## src/rtl/sb_config_loader.sv

```systemverilog
// Scan-chain configuration loader for a switch-box / fabric config chain.
// Host words arrive on a valid/ready stream and are shifted onto the chain
// LSB-first. scan_en stays high for exactly CHAIN_LENGTH cycles per load.
// Bits coming back out of the chain are packed into readback words, so the
// configuration that was in the chain before this load can be inspected.
module sb_config_loader #(
    parameter int WORD_WIDTH   = 8,
    parameter int CHAIN_LENGTH = 12,
    parameter int CNT_WIDTH    = 16
) (
    input  logic                  clk,
    input  logic                  rst_n,
    input  logic                  start,
    input  logic                  in_valid,
    output logic                  in_ready,
    input  logic [WORD_WIDTH-1:0] in_data,
    output logic                  scan_data,
    output logic                  scan_en,
    input  logic                  scan_return,
    output logic                  rb_valid,
    output logic [WORD_WIDTH-1:0] rb_data,
    output logic                  busy,
    output logic                  done
);

    localparam int RB_CNT_W = (WORD_WIDTH > 1) ? $clog2(WORD_WIDTH) : 1;

    localparam logic [CNT_WIDTH-1:0] WORD_BITS_MAX = CNT_WIDTH'(WORD_WIDTH);
    localparam logic [CNT_WIDTH-1:0] CHAIN_BITS    = CNT_WIDTH'(CHAIN_LENGTH);
    localparam logic [CNT_WIDTH-1:0] CNT_ONE       = CNT_WIDTH'(1);
    localparam logic [RB_CNT_W-1:0]  RB_LAST       = RB_CNT_W'(WORD_WIDTH - 1);
    localparam logic [RB_CNT_W-1:0]  RB_ONE        = RB_CNT_W'(1);

    typedef enum logic [1:0] {
        ST_IDLE      = 2'd0,
        ST_WAIT_WORD = 2'd1,
        ST_SHIFT     = 2'd2,
        ST_DONE      = 2'd3
    } state_t;

    state_t                  state_q,     state_d;
    logic [WORD_WIDTH-1:0]   shift_buf_q, shift_buf_d;
    logic [CNT_WIDTH-1:0]    remaining_q, remaining_d;
    logic [CNT_WIDTH-1:0]    word_bits_q, word_bits_d;
    logic [WORD_WIDTH-1:0]   rb_shift_q,  rb_shift_d;
    logic [RB_CNT_W-1:0]     rb_cnt_q,    rb_cnt_d;
    logic [WORD_WIDTH-1:0]   rb_data_q,   rb_data_d;
    logic                    rb_valid_q,  rb_valid_d;

    // Readback word including this cycle's returning bit at slot rb_cnt_q.
    logic [WORD_WIDTH-1:0]   rb_word;

    // Readback slot insert: each position either takes scan_return or keeps its old value.
    for (genvar gi = 0; gi < WORD_WIDTH; gi++) begin : g_rb_word
        assign rb_word[gi] = (rb_cnt_q == RB_CNT_W'(gi)) ? scan_return : rb_shift_q[gi];
    end

    // Outputs are either state decodes or registers, never input-dependent.
    assign in_ready  = (state_q == ST_WAIT_WORD);
    assign scan_en   = (state_q == ST_SHIFT);
    assign scan_data = (state_q == ST_SHIFT) & shift_buf_q[0];
    assign busy      = (state_q != ST_IDLE);
    assign done      = (state_q == ST_DONE);
    assign rb_valid  = rb_valid_q;
    assign rb_data   = rb_data_q;

    // State and datapath registers with synchronous active-low reset.
    always_ff @(posedge clk) begin
        if (!rst_n) begin
            state_q     <= ST_IDLE;
            shift_buf_q <= '0;
            remaining_q <= '0;
            word_bits_q <= '0;
            rb_shift_q  <= '0;
            rb_cnt_q    <= '0;
            rb_data_q   <= '0;
            rb_valid_q  <= 1'b0;
        end else begin
            state_q     <= state_d;
            shift_buf_q <= shift_buf_d;
            remaining_q <= remaining_d;
            word_bits_q <= word_bits_d;
            rb_shift_q  <= rb_shift_d;
            rb_cnt_q    <= rb_cnt_d;
            rb_data_q   <= rb_data_d;
            rb_valid_q  <= rb_valid_d;
        end
    end

    // Next-state logic: word fetch, serialisation, bit counting and readback packing.
    always_comb begin
        state_d     = state_q;
        shift_buf_d = shift_buf_q;
        remaining_d = remaining_q;
        word_bits_d = word_bits_q;
        rb_shift_d  = rb_shift_q;
        rb_cnt_d    = rb_cnt_q;
        rb_data_d   = rb_data_q;
        rb_valid_d  = 1'b0;

        case (state_q)
            ST_IDLE: begin
                if (start) begin
                    state_d     = ST_WAIT_WORD;
                    remaining_d = CHAIN_BITS;
                end
            end

            ST_WAIT_WORD: begin
                if (in_valid) begin
                    shift_buf_d = in_data;
                    // The last word may be partial; its excess upper bits never leave the buffer.
                    word_bits_d = (remaining_q >= WORD_BITS_MAX) ? WORD_BITS_MAX : remaining_q;
                    state_d     = ST_SHIFT;
                end
            end

            ST_SHIFT: begin
                shift_buf_d = shift_buf_q >> 1;
                remaining_d = remaining_q - CNT_ONE;
                word_bits_d = word_bits_q - CNT_ONE;
                if (word_bits_q == CNT_ONE) begin
                    state_d = (remaining_q == CNT_ONE) ? ST_DONE : ST_WAIT_WORD;
                end

                // A readback word closes when full or when the final chain bit arrives.
                if ((rb_cnt_q == RB_LAST) || (remaining_q == CNT_ONE)) begin
                    rb_data_d  = rb_word;
                    rb_valid_d = 1'b1;
                    rb_shift_d = '0;
                    rb_cnt_d   = '0;
                end else begin
                    rb_shift_d = rb_word;
                    rb_cnt_d   = rb_cnt_q + RB_ONE;
                end
            end

            ST_DONE: begin
                state_d = ST_IDLE;
            end

            default: begin
                state_d = ST_IDLE;
            end
        endcase
    end

endmodule
```

## config.mk

```make
export PLATFORM = sky130hd
export DESIGN_NAME = sb_config_loader
export DESIGN_NICKNAME = d
export VERILOG_FILES = /design/src/rtl/sb_config_loader.sv
export SDC_FILE = /design/constraint.sdc
export NUM_CORES = 1
export LEC_CHECK = 0
export CAP_MARGIN = 20
export CORE_MARGIN = 8
export CORE_UTILIZATION = 50
export DETAILED_ROUTE_END_ITERATION = 8
export GPL_TIMING_DRIVEN = 0
export PLACE_DENSITY_LB_ADDON = 0.1
export SYNTH_ARGS = -nofsm -noshare
export SYNTH_HDL_FRONTEND = slang
export SYNTH_SLANG_ARGS = --single-unit
```

## constraint.sdc

```tcl
create_clock -name clk -period 2.6 [get_ports clk]
set_input_delay 0.26 -clock clk [delete_from_list [all_inputs] [get_ports clk]]
set_output_delay 0.26 -clock clk [all_outputs]
set_load 0.05 [all_outputs]
```

Word level (Yosys, flattened, before mapping)
Cells that the tools add are included.
{"block": "word_totals", "regBits": 62, "latch_bits": 0, "ramBits": 0, "mem_bits_ro": 0, "input_bits": 13, "out_inout_bits": 14, "word_cells": 62, "memories": 0}
{"block": "classes", "addsub": 3, "n_mul": 0, "div": 0, "order_cmp": 1, "n_eq_ne": 15, "shift": 0, "muxes": 23, "n_bitwise": 1, "reduce_logical": 11}
{"op": "$pmux W16 S2", "count": 2}
{"op": "$mux W16", "count": 3}
{"op": "$eq A16 B1 Y1 const B", "count": 2}
{"op": "$sub A16 B1 Y16 const B", "count": 2}
{"op": "$ge A16 B4 Y1 const B", "count": 1}
{"op": "$mux W8", "count": 2}
{"op": "$pmux W8 S2", "count": 1}
{"op": "$eq A3 B3 Y1 const B", "count": 4}
{"op": "$mux W1", "count": 9}
{"op": "$mux W2", "count": 4}
{"op": "$pmux W2 S4", "count": 1}
{"op": "$reduce_and A2 Y1", "count": 4}
{"op": "$eq A3 B2 Y1 const B", "count": 2}
{"op": "$reduce_bool A2 Y1", "count": 3}
{"op": "$eq A2 B2 Y1 const B", "count": 2}
{"op": "$ne A2 B2 Y1 const B", "count": 2}
{"op": "$add A3 B1 Y3 const B", "count": 1}
{"op": "$eq A3 B1 Y1 const B", "count": 1}
{"op": "$logic_not A3 Y1", "count": 1}
{"op": "$mux W3", "count": 1}
{"op": "$reduce_and A3 Y1", "count": 1}
{"op": "$eq A2 B1 Y1 const B", "count": 1}
{"op": "$logic_not A2 Y1", "count": 1}
{"op": "$ne A2 B1 Y1 const B", "count": 1}
{"op": "other kinds (2)", "count": 2}

Longest topological paths before layout
{"block": "logic_depth", "word_depth": 4, "depth_mapped": 8, "ltp_nobuf": 6}

Worst setup path before layout
No wires, ideal clock.
{"block": "synth_path", "kind": "register to output", "from": "reg state_q[0]", "to": "out scan_data", "arrival_time_ps": 1988, "t_required_ps": 2340, "path_slack_ps": 352, "stages_incl_launch_ff": 6, "n_path_buf": 2, "cell_sequence": "dfxtp_1 nand2b_1 inv_1 clkbuf_1 clkbuf_1 and2_1"}
{"block": "synth_via", "elab_chain_cells": 2}
{"element": "start: declaration", "line_no": "41", "text": "state_t state_q, state_d;"}
{"element": "start signal: assignment", "line_no": "79", "text": "state_q <= state_d;"}
{"element": "$eq A2 B2 Y1"}
{"element": "net scan_en", "line_no": "18", "text": "output logic scan_en,"}
{"element": "$and A1 B1 Y1", "line_no": "61", "text": "assign scan_data = (state_q == ST_SHIFT) & shift_buf_q[0];"}
{"element": "end: declaration", "line_no": "17", "text": "output logic scan_data,"}
The timed path passes the listed nets, and every way through them passes these cells.

Final worst setup path
{"block": "layout_path", "from": "reg state_q[0]", "to": "out scan_data"}
{"block": "layout_via", "elab_chain_cells": 2}
{"element": "$eq A2 B2 Y1", "line_no": "61"}
{"element": "$and A1 B1 Y1", "line_no": "61"}
Every way passes these cells.

==> flow_summary.ini <==
[synth]
synthAdderAreaFrac = 0.03968
ys_seq_area_frac = 0.3937
synthMuxAreaShare = 0.03651
synthSimpleGateAreaFrac = 0.2746
synthFlopType = dfxtp_1
synth-edff-count = 0
ys_seq_elements = 62
postSynthAreaPerCell_um2 = 8.522
synth_compound_area_frac = 0.1956
synth_top_family_by_area = simple AND/OR/NAND/NOR gates
synth_fp_nets = 393
syn_area_um2 = 3153
ys_async_sr_fraction = 0
synth-xor-area-share = 0.01111
synth_cell_types = 56
yosysWarnings = 0
synthCells = 370

[floorplanning]
io_pins = 27
chipWidth_um = 95.41
core_um2 = 6241
fp.dieH_um = 95.41
start_util = 0.5052
die_area_um2 = 9103
std_cell_rows = 29

[sta]
rsz0062_at_grt = no
setup_viol_count_final = 0
drv_slew = 0
tns_ns = 0
layout_setup_ws_ns = 0.1456
max_freq_mhz = 407.4
relSlewSlack = 0.4467
period_minus_slack_ns = 2.454
holdWs_ns = 0.4309
hold_viol = 0
min_period_over_period = 0.9440
tightestPinTransition_ns = 0.8244
clock_skew_ns = 0.005988

[power_and_ir_drop]
p_switching_mw = 0.7624
power_leakage_nw = 1.314
report.power.total_mw = 2.490
p_per_area_nw_per_um2 = 669.5
ir_worst_vdd_mv = 0.5005
seqPwrFrac = 0.427
swShare = 0.3062
p_int_mw = 1.728
clockPowerShare = 0.385
combPwrFrac = 0.188

[clock_tree]
cts_sinks = 62
clk_latency_ns = 0.35
htreeDepth = 3
holdBufCountCts = 0
postCtsSetupBuffers = 0
cts_tree = yes
cts.path.max_buffers = 2
cts-root-buf = clkbuf_8
cts_buffers = 9
clk_pin_slew_ns = 0.07

[critical_path]
critical_path_class = flip-flop to primary output
worstPathArrival_ns = 2.19
ff2ff_setup_slack_ns = 0.43
path_max_fanout = 13
endpoint_kind = primary output
critPathRequiredTime_ns = 2.34
critPathLaunchType = flip-flop

[global_routing]
overflow = 0
antenna_found_initial = 0
grt_pass1_wl_um = 13220
grt_pass1_vias = 2752
grt_max_degree = 14
grt_util_all_layers = 0.1870

[layout]
fin_util = 0.5960
drive_gt1_frac = 0.09756
fin_nets = 428
stdcell_count = 487
num_antenna_cells = 0
area_growth_pct = 17.98
fin_area_um2 = 3720

[routing]
wirelength_um = 8033
wire_per_inst_um = 16.49
vias = 2886
drt_iter0_drc = 170
drtAntennaViolNets = 0
remaining_drc_errors = 0
via_per_inst = 5.926
firstDrtPassIters = 5

[place]
numPortBuffers = 25
place_area_um2 = 3500
gp_congestion = 0.8652
hpwl_um = 5433
dp_cells = 472
place_ws_ns = -0.2349

[run]
drv_cap = 0

[min_path]
hp-class = primary input to flip-flop

[status]
status = complete, no violations
==> power by group through the flow <==
stage / Combinational [mW] / Sequential [mW] / Clock [mW]
finish: 0.468 / 1.06 / 0.960
global route: 0.514 / 1.07 / 1.01
CTS: 0.465 / 1.06 / 0.974
detailed placement: 0.464 / 1.08 / 0
global placement: 0.457 / 1.08 / 0
floorplan: 0.347 / 1.07 / 0
==> per-layer routing <==
layer / track usage / routed length [µm]
met1: 0.2278 / 3774
met2: 0.2980 / 3659
met3: 0.06457 / 490
met4: 0.07042 / 108
met5: 0 / 0
==> cells in the final DEF (no fill, tap or decap), types with 7 or more instances in the layout <==
cell             netlist  routed
clkbuf_8               0       9
nand3_1                7       7
dfxtp_1               62      62
inv_1                 10       9
clkdlybuf4s50_1        0      23
ha_1                  10      10
mux2i_1                7       7
clkbuf_1              15      13
a211oi_1              11      11
or3_1                 12      12
nand2_1               47      47
nor2_1                29      29
nand4_1                8       8
a311oi_1              10      10
o21ai_0                9       9
a21oi_1               38      38
==> final timing paths <==
check / from / endpoint / cells after the start
max: state_q[0] / scan_data / 5
max reg2reg: state_q[0] / word_bits_q[2] / 6
min reg2reg: rb_shift_q[7] / rb_shift_q[7] / 2
min: scan_return / rb_data[3] / 3
==> layout make-up <==
class                           instances  area (µm²)
Fill cell                             562        2521
Clock inverter                          7       97.59
Sequential cell                        62        1241
Tap cell                               77       96.34
Inverter                               10       41.29
Multi-Input combinational cell        272        1758
Buffer                                 25       113.9
Clock buffer                            9       123.9
Timing Repair Buffer                   25       247.7
==> cell usage after synthesis (all sizes together), types with 2 or more instances <==
cell / count / area share
or4: 5 / 0.012
a41oi: 4 / 0.011
nand4: 9 / 0.020
buf: 11 / 0.019
o21ai: 10 / 0.016
nand2b: 3 / 0.0060
xor2: 3 / 0.0083
mux2: 4 / 0.014
nand4b: 2 / 0.010
a211oi: 11 / 0.026
a31oi: 3 / 0.0060
a311oi: 10 / 0.028
dfxtp: 62 / 0.39
o21bai: 2 / 0.0048
o211ai: 2 / 0.0048
and2: 4 / 0.0079
ha: 10 / 0.040
nand3b: 6 / 0.014
nand2: 47 / 0.056
inv: 10 / 0.012
mux2i: 7 / 0.022
nor4: 5 / 0.024
nor2: 29 / 0.035
nor2b: 6 / 0.012
nor4b: 2 / 0.0056
o41ai: 2 / 0.0056
or3: 12 / 0.024
and3: 2 / 0.0040
a221oi: 2 / 0.0056
o311ai: 2 / 0.0056
nor3: 7 / 0.013
clkbuf: 15 / 0.018
or2: 2 / 0.0040
o31ai: 2 / 0.0048
a21oi: 38 / 0.060
nand3: 7 / 0.011
==> registers in the layout, summed over array words and instances (netlist names) <==
| name | count |
|---|---|
| remaining_q | 16 |
| word_bits_q | 16 |
| rb_data | 8 |
| rb_shift_q | 8 |
| shift_buf_q | 8 |
| rb_cnt_q | 3 |
| state_q | 2 |
| rb_valid | 1 |
==> cell families (layout without fill, tap and decap cells) <==
family / count (synthesis) / after routing
multiplexers: 11 / 11
adder cells (fa/ha/maj): 10 / 10
AND/OR/NAND/NOR: 153 / 153
flip-flops: 62 / 62
XOR/XNOR: 4 / 4
AO/OA/AOI/OAI: 94 / 94
buffers and inverters: 36 / 76
==> critical path: stages, from the launching register on <==
cell           delay, ns
dfxtp_1             0.37
nand2b_1            0.23
clkinvlp_4          0.31
clkbuf_2            0.30
and2_1              0.20
dlygate4sd2_1       0.42
==> repair_timing <==
| action | CTS | global route |
|---|---|---|
| gates resized for setup | 3 | 1 |
| setup endpoints to repair | 2 | 1 |
| pin swaps | 0 | 0 |
(Power assumes the default switching activity.)
